[src/rtl/serial_descrambler.sv]
// Self-synchronizing x^58 + x^39 + 1 descrambler with flush/lock qualification
// and an idle-zero error monitor that drops lock after a run of errors.
module serial_descrambler #(
   parameter int unsigned LOCK_BITS = 58,
   parameter int unsigned ERR_LIMIT = 8,
   parameter int unsigned ERR_CNT_W = 16
) (
   input  logic                 CLK,
   input  logic                 reset_n,
   input  logic                 enable,
   input  logic                 Bit_In,
   input  logic                 resync,
   input  logic                 check_en,
   input  logic                 err_clr,
   output logic                 Bit_Out,
   output logic                 Bit_Valid,
   output logic                 locked,
   output logic [ERR_CNT_W-1:0] err_count
);

   localparam int unsigned LockCntW = $clog2(LOCK_BITS + 1);
   localparam int unsigned RunCntW  = $clog2(ERR_LIMIT + 1);

   typedef enum logic [0:0] {StFlush, StLocked} state_e;

   state_e               r_state;
   logic [57:0]          r_s;
   logic [LockCntW-1:0]  r_lock_cnt;
   logic [RunCntW-1:0]   r_run_cnt;
   logic                 r_bit_out;
   logic                 r_bit_valid;
   logic [ERR_CNT_W-1:0] r_err_count;

   logic w_d;
   logic w_accept;
   logic w_err;

   assign w_d      = Bit_In ^ r_s[57] ^ r_s[38];
   assign w_accept = enable && !resync;
   assign w_err    = w_accept && (r_state == StLocked) && check_en && w_d;

   always_ff @(posedge CLK) begin
      if (!reset_n) begin
         r_state     <= StFlush;
         r_s         <= '0;
         r_lock_cnt  <= '0;
         r_run_cnt   <= '0;
         r_bit_out   <= 1'b0;
         r_bit_valid <= 1'b0;
         r_err_count <= '0;
      end else begin
         r_bit_valid <= 1'b0;

         // err_clr wins over a same-edge increment
         if (err_clr) begin
            r_err_count <= '0;
         end else if (w_err && (r_err_count != '1)) begin
            r_err_count <= r_err_count + 1'b1;
         end

         if (resync) begin
            r_state    <= StFlush;
            r_lock_cnt <= '0;
            r_run_cnt  <= '0;
         end else if (enable) begin
            // the line bit, not the descrambled bit, feeds the shift register
            r_s       <= {r_s[56:0], Bit_In};
            r_bit_out <= w_d;
            unique case (r_state)
               StFlush: begin
                  r_lock_cnt <= r_lock_cnt + 1'b1;
                  if (r_lock_cnt == LockCntW'(LOCK_BITS - 1)) begin
                     r_state <= StLocked;
                  end
               end
               StLocked: begin
                  r_bit_valid <= 1'b1;
                  if (w_err) begin
                     if (r_run_cnt == RunCntW'(ERR_LIMIT - 1)) begin
                        r_state    <= StFlush;
                        r_lock_cnt <= '0;
                        r_run_cnt  <= '0;
                     end else begin
                        r_run_cnt <= r_run_cnt + 1'b1;
                     end
                  end else begin
                     r_run_cnt <= '0;
                  end
               end
               default: r_state <= StFlush;
            endcase
         end
      end
   end

   assign Bit_Out   = r_bit_out;
   assign Bit_Valid = r_bit_valid;
   assign locked    = (r_state == StLocked);
   assign err_count = r_err_count;

endmodule

[config.mk]
export PLATFORM = sky130hd
export DESIGN_NAME = serial_descrambler
export DESIGN_NICKNAME = d
export VERILOG_FILES = /design/src/rtl/serial_descrambler.sv
export SDC_FILE = /design/constraint.sdc
export NUM_CORES = 1
export LEC_CHECK = 0
export ABC_AREA = 1
export BUFFER_PORTS_ARGS = -buffer_cell sky130_fd_sc_hd__buf_2
export CAP_MARGIN = 20
export CORE_ASPECT_RATIO = 1.5
export CORE_UTILIZATION = 35
export CTS_BUF_LIST = sky130_fd_sc_hd__clkbuf_4
export DETAILED_ROUTE_END_ITERATION = 12
export GPL_ROUTABILITY_DRIVEN = 1
export PLACE_DENSITY_LB_ADDON = 0.05
export RECOVER_POWER = 25
export SLEW_MARGIN = 20
export SYNTH_ARGS = -nofsm -noshare
export SYNTH_HDL_FRONTEND = slang
export SYNTH_SLANG_ARGS = --single-unit
[constraint.sdc]
create_clock -name CLK -period 1.9 [get_ports CLK]
set_input_delay 0.57 -clock CLK [delete_from_list [all_inputs] [get_ports CLK]]
set_output_delay 0.57 -clock CLK [all_outputs]
set_load 0.1 [all_outputs]
Word-level counts from Yosys, hierarchy flattened
Index checks and enable logic that the tools add are counted.

storage, ports and cells
  word-level logic and storage cells = 43
  bits in latches = 0
  register bits after elaboration = 87
  memories = 0
  RAM bits = 0
  bits in read-only memories = 0
  output and inout port bits = 19

operators by class
  bitwise gates (word level) = 6
  multipliers = 0
  reduce and logical (&&, ||, !) cells = 12
  order comparisons = 0
  shifts and indexed selects = 0
  divide/modulo/power cells = 0
  eq/ne operators = 5
  muxes and demuxes = 10
  add/sub/neg operators = 3

operator list
  cell                                                                     count
  16-bit by 1-bit adder with 16-bit output, second input constant          1
  16-bit inequality test, second input constant                            1
  6-bit two-way mux                                                        2
  6-bit case mux with 2 select lines                                       1
  4-bit two-way mux                                                        2
  6-bit by 1-bit adder with 6-bit output, second input constant            1
  6-bit == test, second input constant                                     1
  1-bit logical AND                                                        5
  4-bit by 1-bit adder with 4-bit output, second input constant            1
  4-bit by 3-bit == test with 1-bit output, second input constant          1
  1-bit two-way mux                                                        4
  2-bit by 1-bit inequality test with 1-bit output, second input constant  2
  1-bit inverter                                                           4
  2-bit AND reduction                                                      2
  2-bit OR reduction                                                       2
  3-bit AND reduction                                                      1
  3-bit OR reduction                                                       1
  1-bit case mux with 2 select lines                                       1
  1-bit XOR                                                                2
  1-bit logical NOT                                                        1

Depth between registers and ports, before layout
  depth in word-level cells = 7
  gate-level depth with buffers = 11
  gate-level depth less buffers = 10

Least setup slack after synthesis
No wires, ideal clock.

  path kind = register to register
  start point = register r_err_count[1] (netlist: err_count[1])
  end point = register r_err_count[2] (netlist: err_count[2])
  setup slack = -438 ps
  path buffers = 1
  arrival = 2218 ps
  period minus slack after synthesis = 2338 ps
  data required time = 1781 ps
  cell stages (with the launch flop) = 10
  library setup time = 119 ps
  cell sequence = dfxtp_1 > ha_1 > nand3_1 > inv_2 > nand2_1 > nor2_4 > nor2_8 > buf_6 > a21oi_1 > nor2_1

on the way
  word-level cells in the longest chain between the ends = 2
  elaborated cells on any way between the ends = 3

ends and longest elaborated chain
  element                                                                           line  text
  start, declared                                                                   32    logic [ERR_CNT_W-1:0] r_err_count;
  start signal, assigned                                                            58    r_err_count <= r_err_count + 1'b1;
  branches (longest 2 deep; another with 16-bit by 1-bit adder with 16-bit output)  n/a

Several ways; the timed one is not identified.
A chain may end at the register's enable or synchronous reset.

Worst setup path in the final report
  start point = register r_err_count[3] (netlist: err_count[3])
  end point = output err_count[3]

RTL lines
  element        line  text
  end, declared  18    output logic [ERR_CNT_W-1:0] err_count

No word-level cell between the ends.

==> metrics.cfg <==
[status]
status = complete, no violations

[synth]
synthAdderAreaFrac_pct = 1.39
ys_seq_area_share_pct = 48.5
synth_nets = 505
synthSimpleGateAreaFrac_pct = 27.7
netlist_top_cells_area = dfxtp_1 48%, nor2_1 15%, o21ai_0 9.3%
muxShareOfSynthArea_pct = 0
synth_top_area_share_pct = 48.5
synthCells = 494
ys_types = 27
synth_area_per_cell_um2 = 7.28
syn_area_mm2 = 0.00359
synth_top_family_by_area = simple AND/OR/NAND/NOR gates
ys_warn_count = 0
synth-xor-area-share_pct = 1.95
synth_compound_area_share_pct = 14.2
ys_ff_latch = 87
yosysTopAreaCell = dfxtp_1

[layout]
postLayoutCoreUtil_pct = 40.0
fin_cells = 647
finalNetCount = 535
drive_gt1_share_pct = 14.4
syn2layout_area_growth_pct = 12.3
final_area_mm2 = 0.00404

[setup_path]
endpoint_kind = output port
cp.required_ns = 1.33
slowest_delay_ns = 0.44
critPathTopFamily = buffers and inverters
r2r_cells = 9
cp_slowest_cell = buf_2
start_kind = flip-flop
worst-path-stages = 1
worst-path-buf-inv = 1
r2r_slack_ns = 0.24
critPathKind = reg -> out
setup.worst_path.end = err_count[3]
reg2reg_from = err_count[0]
cp-startpoint = err_count[3]
worstPathCellList = buf_2
rr_endpoint = err_count[12]
cp_max_fo = 6
cp.arrival_ns = 1.26

[detailed_routing]
met1Wirelength_mm = 3.54
drt_iter0_drc = 96
viasPerCell = 4.81
wl_per_cell_um = 11.6
met2_wirelength_mm = 3.52
dr.pass1.iters = 6
num_vias = 3113
drcViolationCount = 0
route.top_layer_used = met4
routed-wl-met3_um = 218
drt_wl_total_mm = 7.50
drtAntennaViolNets = 0

[placed_design]
gp_congestion = 0.754
dp_cells = 630
hpwl_mm = 5.04
place_area_mm2 = 0.00390
portBuffers = 25

[timing]
tns_ns = 0
finalMaxSlewViolations = 0
grt_setup_unrepaired = no
slew_headroom_pct = 60.4
fin_crit_ns = 1.83
finalHoldViolations = 0
whs_ns = 0.406
max_clock_freq_mhz = 547
fin_worst_skew_ns = 0.0105
setup_violations = 0
finalCritPeriodShare_pct = 96.3
worstMarginPinSlew_ns = 0.594

[floorplanning]
die_h_um = 126
start_util_pct = 35.7
die_area_mm2 = 0.0107
io_pins = 26
core_area_mm2 = 0.0101
die_w_um = 84.7
rows = 45

[grt]
grt_pass1_wl_mm = 13.2
gr-usage-all-layers_pct = 15.4
grt_pass1_vias = 2900
grt_antenna_before_repair = 1
grt_max_degree = 43
overflow = 0

[clock_network]
clock_latency_ns = 0.42
cts_tree = done
clock-sinks = 87
cts_made_buffers = 9
clockBufferDepth = 2
cts_setup_buffers = 0
root_buffer = clkbuf_4
cts.repair.resized = 2
cts_hold_buf = 0
h-tree-depth = 3
clkTransAtPathRegs_ns = 0.12

[pwr]
ir_worst_vdd_mv = 0.395
p_leak_nw = 1.61
p_per_area_mw_per_mm2 = 791

[flow_run]
drv_cap = 0

[worst_hold_path]
hold_path_class = in -> reg

[where the power goes]
| group | switching (W) | internal, W | leakage [nW] | total (W) |
|---|---|---|---|---|
| logic | 0.000158 | 0.0000854 | 0.820 | 0.000243 |
| clock network | 0.000590 | 0.000419 | 0.0696 | 0.00101 |
| registers | 0.0000382 | 0.00190 | 0.721 | 0.00194 |
[cell families (layout without fill, tap and decap cells)]
family / Yosys count / in the layout
flip-flops: 87 / 87
AO/OA/AOI/OAI: 100 / 100
AND/OR/NAND/NOR: 241 / 241
adder cells (fa/ha/maj): 4 / 4
XOR/XNOR: 8 / 8
other: 0 / 1
buffers and inverters: 54 / 89
[layout by cell type (no fill, tap or decap), types with 2 or more instances in the layout]
cell	netlist	layout
nor3_1	4	4
inv_2	2	2
nand2_1	62	62
nand4_1	6	6
buf_2	0	21
nand3_1	17	17
dfxtp_4	0	2
o211ai_1	2	2
o21ai_0	67	67
o21ai_1	4	4
dfxtp_2	0	15
nor2_1	143	143
clkbuf_4	0	12
dfxtp_1	87	70
nor3b_1	2	2
xor2_1	8	8
clkinv_1	1	4
ha_1	4	4
inv_1	29	29
buf_4	1	16
a21oi_1	26	26
clkbuf_1	18	3
[worst min path at each step]
stage / startpoint / endpoint / slack (ns) / cells after the start
floorplan: r_s[57] / r_s[57] / 0.44 / 2
global placement: r_s[30] / r_s[30] / 0.46 / 2
detailed placement: r_s[30] / r_s[30] / 0.47 / 2
CTS: err_clr / err_count[12] / 0.36 / 4
global route: err_clr / err_count[12] / 0.40 / 4
finish: err_clr / err_count[12] / 0.41 / 4
[routing by layer]
layer  track usage (%)  up-vias
met1              18.9     1400
li1                  -     1651
met2              24.9       45
met5                 0        -
met3              2.69       17
met4              9.57        0
[final cells by class]
| type | instances | area (µm²) |
|---|---|---|
| antenna | 1 | 2.50 |
| clock buffer | 11 | 82.6 |
| clock inverter | 5 | 48.8 |
| fill | 1096 | 6040 |
| inverter | 32 | 120 |
| multi-input combinational | 353 | 1620 |
| sequential | 87 | 1770 |
| tap | 117 | 146 |
| timing repair buffer | 41 | 244 |
[metrics by stage]
stage	power, W	setup WS [ns]
floorplan	0.00216	0.130
global placement	0.00223	0.0293
detailed placement	0.00223	0.00697
CTS	0.00329	0.00774
global route	0.00340	0.00269
finish	0.00319	0.0704
[sequential cells by signal (all words and copies together), names as in the netlist]
register,cells
r_lock_cnt,6
Bit_Valid,1
r_run_cnt,4
Bit_Out,1
r_s,58
err_count,16
locked,1
[Yosys cell counts]
| cell | count |
|---|---|
| nor2_1 | 143 |
| nand2_1 | 62 |
| xor2_1 | 8 |
| nand3b_1 | 1 |
| inv_1 | 29 |
| a21oi_2 | 1 |
| a21oi_1 | 26 |
| nor3_1 | 4 |
| o21ai_1 | 4 |
| nand3_1 | 17 |
| buf_6 | 3 |
| dfxtp_1 | 87 |
| nand3_2 | 1 |
| nor2_8 | 1 |
| nor2_2 | 1 |
| nor3b_1 | 2 |
| nand4_1 | 6 |
| nor2b_1 | 1 |
| inv_2 | 2 |
| clkbuf_1 | 18 |
| nand2_2 | 1 |
| nor2_4 | 1 |
| ha_1 | 4 |
| clkinv_1 | 1 |
| buf_4 | 1 |
| o21ai_0 | 67 |
| o211ai_1 | 2 |
No activity file was read; power rests on OpenSTA's default activity.
